## src/rtl/nand_timeout_sched_if.sv

```systemverilog
// Requester-side bundle for the shared NAND timeout scheduler.
// Defining NAND_TIMEOUT_AUTORELOAD_EN adds the per-channel ch_periodic request.
interface nand_timeout_sched_if #(
  parameter int NUM_CH = 4,
  parameter int CNT_W  = 16
);
  logic [NUM_CH-1:0]       ch_start;
  logic [NUM_CH-1:0]       ch_stop;
  logic [NUM_CH*CNT_W-1:0] ch_load;
  logic [NUM_CH-1:0]       ch_busy;
  logic [NUM_CH-1:0]       ch_done;
  logic                    tick;
  logic [NUM_CH*CNT_W-1:0] ch_remaining;
`ifdef NAND_TIMEOUT_AUTORELOAD_EN
  logic [NUM_CH-1:0]       ch_periodic;

  modport master (
    output ch_start, ch_stop, ch_load, ch_periodic,
    input  ch_busy, ch_done, tick, ch_remaining
  );
  modport slave (
    input  ch_start, ch_stop, ch_load, ch_periodic,
    output ch_busy, ch_done, tick, ch_remaining
  );
`else
  modport master (
    output ch_start, ch_stop, ch_load,
    input  ch_busy, ch_done, tick, ch_remaining
  );
  modport slave (
    input  ch_start, ch_stop, ch_load,
    output ch_busy, ch_done, tick, ch_remaining
  );
`endif
endinterface

```

## src/rtl/nand_timeout_sched.sv

```systemverilog
// Shared prescaled tick plus NUM_CH countdown timeout channels, all on cpld_50m_clk.
// Optional NAND_TIMEOUT_AUTORELOAD_EN: periodic channels reload on expiry instead of idling.
module nand_timeout_sched #(
  parameter int NUM_CH   = 4,
  parameter int PRESCALE = 50000,
  parameter int CNT_W    = 16
) (
  input  logic                 cpld_50m_clk,
  input  logic                 cpld_rst_50m,
  nand_timeout_sched_if.slave  bus
);

  localparam int PW = $clog2(PRESCALE);

  typedef enum logic {IDLE, RUN} ch_state_e;

  logic [PW-1:0]    presc_q;
  logic             tick_q;
  ch_state_e        state_q [NUM_CH];
  ch_state_e        state_d [NUM_CH];
  logic [CNT_W-1:0] rem_q   [NUM_CH];
  logic [CNT_W-1:0] rem_d   [NUM_CH];
  logic [CNT_W-1:0] load_w  [NUM_CH];
  logic [NUM_CH-1:0] done_q;
  logic [NUM_CH-1:0] done_d;

  // tick is registered one count early so it is high exactly while the count is PRESCALE-1
  always_ff @(posedge cpld_50m_clk or posedge cpld_rst_50m) begin
    if (cpld_rst_50m) begin
      presc_q <= '0;
      tick_q  <= 1'b0;
    end else begin
      presc_q <= (presc_q == PW'(PRESCALE - 1)) ? '0 : presc_q + PW'(1);
      tick_q  <= (presc_q == PW'(PRESCALE - 2));
    end
  end

  always_ff @(posedge cpld_50m_clk or posedge cpld_rst_50m) begin
    if (cpld_rst_50m) begin
      for (int i = 0; i < NUM_CH; i++) begin
        state_q[i] <= IDLE;
        rem_q[i]   <= '0;
      end
      done_q <= '0;
    end else begin
      for (int i = 0; i < NUM_CH; i++) begin
        state_q[i] <= state_d[i];
        rem_q[i]   <= rem_d[i];
      end
      done_q <= done_d;
    end
  end

  // priority: stop, then (re)start, then tick countdown
  always_comb begin
    done_d = '0;
    for (int i = 0; i < NUM_CH; i++) begin
      state_d[i] = state_q[i];
      rem_d[i]   = rem_q[i];
      if (bus.ch_stop[i]) begin
        state_d[i] = IDLE;
        rem_d[i]   = '0;
      end else if (bus.ch_start[i]) begin
        if (load_w[i] != '0) begin
          state_d[i] = RUN;
          rem_d[i]   = load_w[i];
        end else begin
          state_d[i] = IDLE;
          rem_d[i]   = '0;
          done_d[i]  = 1'b1;
        end
      end else if (state_q[i] == RUN && tick_q) begin
        if (rem_q[i] > CNT_W'(1)) begin
          rem_d[i] = rem_q[i] - CNT_W'(1);
        end else begin
          done_d[i] = 1'b1;
`ifdef NAND_TIMEOUT_AUTORELOAD_EN
          if (bus.ch_periodic[i] && load_w[i] != '0) begin
            rem_d[i] = load_w[i];
          end else begin
            state_d[i] = IDLE;
            rem_d[i]   = '0;
          end
`else
          state_d[i] = IDLE;
          rem_d[i]   = '0;
`endif
        end
      end
    end
  end

  for (genvar g = 0; g < NUM_CH; g++) begin : g_ch
    assign load_w[g]                          = bus.ch_load[g*CNT_W +: CNT_W];
    assign bus.ch_busy[g]                     = (state_q[g] == RUN);
    assign bus.ch_remaining[g*CNT_W +: CNT_W] = rem_q[g];
  end

  assign bus.ch_done = done_q;
  assign bus.tick    = tick_q;

endmodule

```

## src/flat_wrapper.sv

```systemverilog
// flat-port wrapper written by rule: the top's interface ports become plain ports
module nand_timeout_sched_flat 
#(
  parameter int NUM_CH   = 4,
  parameter int PRESCALE = 50000,
  parameter int CNT_W    = 16
)
  (cpld_50m_clk, cpld_rst_50m, bus_ch_start, bus_ch_stop, bus_ch_load, bus_ch_busy, bus_ch_done, bus_tick, bus_ch_remaining);
  nand_timeout_sched_if #(.NUM_CH(NUM_CH), .CNT_W(CNT_W)) bus_i ();
  input  logic cpld_50m_clk;
  input  logic cpld_rst_50m;
  input wire logic [$bits(bus_i.ch_start)-1:0] bus_ch_start;
  input wire logic [$bits(bus_i.ch_stop)-1:0] bus_ch_stop;
  input wire logic [$bits(bus_i.ch_load)-1:0] bus_ch_load;
  output wire logic [$bits(bus_i.ch_busy)-1:0] bus_ch_busy;
  output wire logic [$bits(bus_i.ch_done)-1:0] bus_ch_done;
  output wire logic [$bits(bus_i.tick)-1:0] bus_tick;
  output wire logic [$bits(bus_i.ch_remaining)-1:0] bus_ch_remaining;
  assign bus_i.ch_start = bus_ch_start;
  assign bus_i.ch_stop = bus_ch_stop;
  assign bus_i.ch_load = bus_ch_load;
  assign bus_ch_busy = bus_i.ch_busy;
  assign bus_ch_done = bus_i.ch_done;
  assign bus_tick = bus_i.tick;
  assign bus_ch_remaining = bus_i.ch_remaining;
  nand_timeout_sched #(.NUM_CH(NUM_CH), .PRESCALE(PRESCALE), .CNT_W(CNT_W)) u_core (.cpld_50m_clk(cpld_50m_clk), .cpld_rst_50m(cpld_rst_50m), .bus(bus_i));
endmodule
```

## config.mk

```make
export PLATFORM = sky130hd
export DESIGN_NAME = nand_timeout_sched_flat
export DESIGN_NICKNAME = d
export VERILOG_FILES = /design/src/rtl/nand_timeout_sched_if.sv /design/src/rtl/nand_timeout_sched.sv /design/src/flat_wrapper.sv
export SDC_FILE = /design/constraint.sdc
export NUM_CORES = 1
export LEC_CHECK = 0
export CORE_MARGIN = 1
export CORE_UTILIZATION = 40
export DETAILED_ROUTE_END_ITERATION = 6
export DONT_BUFFER_PORTS = 1
export PLACE_DENSITY = 0.64
export SETUP_SLACK_MARGIN = 0.3
export SLEW_MARGIN = 10
export SYNTH_ARGS = -nofsm -noshare
export SYNTH_HDL_FRONTEND = slang
export SYNTH_SLANG_ARGS = --single-unit
```

## constraint.sdc

```tcl
create_clock -name cpld_50m_clk -period 3.2 [get_ports cpld_50m_clk]
set_input_delay 0.64 -clock cpld_50m_clk [delete_from_list [all_inputs] [get_ports cpld_50m_clk]]
set_output_delay 0.64 -clock cpld_50m_clk [all_outputs]
set_load 0.1 [all_outputs]
```

==> flow_metrics.env <==
export IMPL_seq_area_frac_synth_pct=41.0
export IMPL_yosysTopAreaCellShare_pct=41.0
export IMPL_ys_types=68
export IMPL_post_synth_cell_area_avg_um2=8.75
export IMPL_grt_overflow=0
export IMPL_multi_input_area_um2=3020
export IMPL_p_per_area_nw_per_um2=529
export IMPL_die_w_um=119
export IMPL_ios=147
export IMPL_post_cts_resized=0
export IMPL_worst_pin_slew_ps=1040
export IMPL_grt_first_pass_wirelength_um=26200
export IMPL_cts_sinks=89
export IMPL_seqPwrFrac_pct=36.2
export IMPL_startpoint="u_core.bus.ch_remaining[17]"
export IMPL_coreArea_um2=13200
export IMPL_fin_crit_sh_pct=76.2
export IMPL_tns_ps=0
export IMPL_slew_violations=0
export IMPL_required_ps=3420
export IMPL_timing_rr_end="u_core.bus.ch_remaining[25]"
export IMPL_fillCellCount=1299
export IMPL_maxCapViolCount=0
export IMPL_cts_buffers_inserted=9
export IMPL_firstDrtPassIters=6
export IMPL_rsz0062_at_grt="false"
export IMPL_synth_edff_count=0
export IMPL_grt_pass1_vias=5102
export IMPL_synthFlopType="dfrtp_1"
export IMPL_hold_violations=0
export IMPL_dieArea_um2=14100
export IMPL_drt_wirelength_per_cell_um=18.6
export IMPL_clkTransAtPathRegs_ps=60
export IMPL_n_antenna_cell=0
export IMPL_die_y_um=119
export IMPL_drc=0
export IMPL_synth_top_area_cell="dfrtp_1"
export IMPL_ant_nets=0
export IMPL_p_sw_share_pct=38.9
export IMPL_rows=42
export IMPL_fin_skew_ps=7.86
export IMPL_worst_r2r_cell_count=6
export IMPL_p_leak_nw=2.76
export IMPL_cp_arrival_ps=2660
export IMPL_p_comb_share_pct=32.0
export IMPL_cts_setup_buffers=0
export IMPL_drt_iter0_drc=463
export IMPL_port_buffers=0
export IMPL_async_flop_share_pct=100
export IMPL_via_count=5437
export IMPL_period_needed_ps=2440
export IMPL_hp_class="input port to asynchronous set/reset pin"
export IMPL_ctsHoldBuffers=0
export IMPL_critPathLaunchType="flop"
export IMPL_drive_above_1_share_pct=17.9
export IMPL_cts_buffer_depth=2
export IMPL_cts_tree="yes"
export IMPL_initial_core_util_pct=41.0
export IMPL_clkPwrFrac_pct=31.8
export IMPL_path_class="flop to flop"
export IMPL_finalNonFillerCells=868
export IMPL_max_freq_mhz=410
export IMPL_switchingPower_w=0.00133
export IMPL_crit_fanout=4
export IMPL_fin_nets=771
export IMPL_end_kind="flop"
export IMPL_yosys_warnings=0
export IMPL_routed_wl_um=16100
export IMPL_ir_drop_mv=0.264
export IMPL_finalSetupViolCount=0
export IMPL_netlist_area_um2=5430
export IMPL_r2r_setup_slack_ps=760
export IMPL_grt_antenna_before_repair=0
export IMPL_synth_top_cells_by_area="dfrtp_1 41%, nand2_1 4.8%, nor2_1 4.0%"
export IMPL_slew_headroom_pct=30.6
export IMPL_syn2layout_area_growth_pct=18.9
export IMPL_reg2reg_from="u_core.bus.ch_remaining[17]"
export IMPL_gp_congestion=0.962
export IMPL_power_internal_w=0.00209
export IMPL_synth_common_cells="89 x dfrtp_1, 69 x nand2_1, 58 x nor2_1"
export IMPL_outcome="finished, final reports clean"
export IMPL_clock_latency_ps=350
export IMPL_viasPerCell=6.26
export IMPL_final_seq_area_um2=2230
export IMPL_mappedNetlistNets=705
export IMPL_dpl_hpwl_um=12000
export IMPL_grt_max_degree=54
export IMPL_htreeDepth=3
export IMPL_root_buffer="clkbuf_16"
export IMPL_synth_most_common_cell="dfrtp_1"
export IMPL_dp_cells=852
export IMPL_synth_seq_cells=89
export IMPL_track_usage_pct=23.2
export IMPL_synthCells=621
## metal layers
metal,vias up,global-route usage (%),wire (µm)
li1,2511,-,-
met1,2674,32.1,7290
met2,223,35.1,7330
met3,29,4.30,1100
met4,0,10.5,394
met5,-,0,0
## logic make-up (layout without fill, tap and decap cells)
logic type	after synthesis	count (layout)	synth area share [%]
AOI/OAI and AO/OA	167	167	21.8
xor gates and xnor gates	22	22	3.55
adders and majority gates	10	10	2.30
buffers and inverters	46	117	3.48
DFF	89	89	41.0
muxes	5	5	0.967
and+or+nand+nor	282	282	26.9
## final cells by class
class                      instances  area share (%)
clock inverter                     5           0.833
sequential                        89            34.5
inverter                          23            1.39
clock buffer                      11            3.91
timing repair buffer              78            9.26
multi-input combinational        486            46.7
tap                              176            3.41
## placed cells by master (no fill, tap or decap), types with 4 or more instances in the layout
master and count:
dfrtp_1 89, buf_4 77, nand2_1 69, nor2_1 58, nor4_1 32, o21ai_0 27
nor3_1 26, a22oi_1 25, a21oi_1 23, inv_1 22, nand3_1 19, o211ai_1 14
nand4_1 13, a31oi_1 12, or3_1 12, xor2_1 12, xnor2_1 10, ha_1 10
o311ai_0 9, clkbuf_16 9, or4_1 8, a21o_1 7, or2_2 7, and2_1 6
a221oi_1 6, o31ai_1 5, a31o_2 5, a32oi_1 4
## state kept, by name, indices dropped and copies added (netlist names)
signal                   cells
u_core.bus.ch_busy           4
u_core.presc_q              16
u_core.bus.tick              1
u_core.bus.ch_done           4
u_core.bus.ch_remaining     64
## per-stage QoR
step | hold slack (ps) | utilization, % | instance area [µm²] | total power (W) | worst slack (ps)
after floorplan | 451 | - | 5440 | 0.00211 | 411
after global placement | 468 | 46.5 | 6150 | 0.00233 | 800
after detailed placement | 502 | 46.5 | 6150 | 0.00234 | 748
after CTS | 335 | 48.8 | 6460 | 0.00345 | 796
after global routing | 339 | 48.8 | 6460 | 0.00357 | 681
final | 312 | 48.8 | 6460 | 0.00342 | 761
## how the worst max path moves through the flow
| stage | end | slack, ps | cells past startpoint |
|---|---|---|---|
| global placement | u_core.bus.ch_remaining[41] | 800 | 5 |
| global route | u_core.bus.ch_remaining[25] | 680 | 6 |
| finish | u_core.bus.ch_remaining[25] | 760 | 6 |
| detailed placement | u_core.bus.ch_remaining[46] | 750 | 5 |
| floorplan | u_core.bus.ch_remaining[63] | 410 | 5 |
| CTS | u_core.bus.ch_remaining[63] | 800 | 5 |
## critical path, cell delays in order, from the launching register on
cell and delay (ps):
dfrtp_1 410, buf_4 250, or4_1 620, nor4_1 250
mux2_2 370, a222oi_1 320, nor2_1 90
## power by group through the flow
stage          Combinational, W  Sequential [W]  Clock (W)
4_1_cts                 0.00109         0.00124    0.00112
6_report                0.00109         0.00124    0.00109
5_1_grt                 0.00116         0.00125    0.00116
2_1_floorplan          0.000364         0.00175          0
3_5_place_dp            0.00109         0.00126          0
3_3_place_gp            0.00108         0.00125          0
Note: power is estimated with default switching activity, not from simulation.
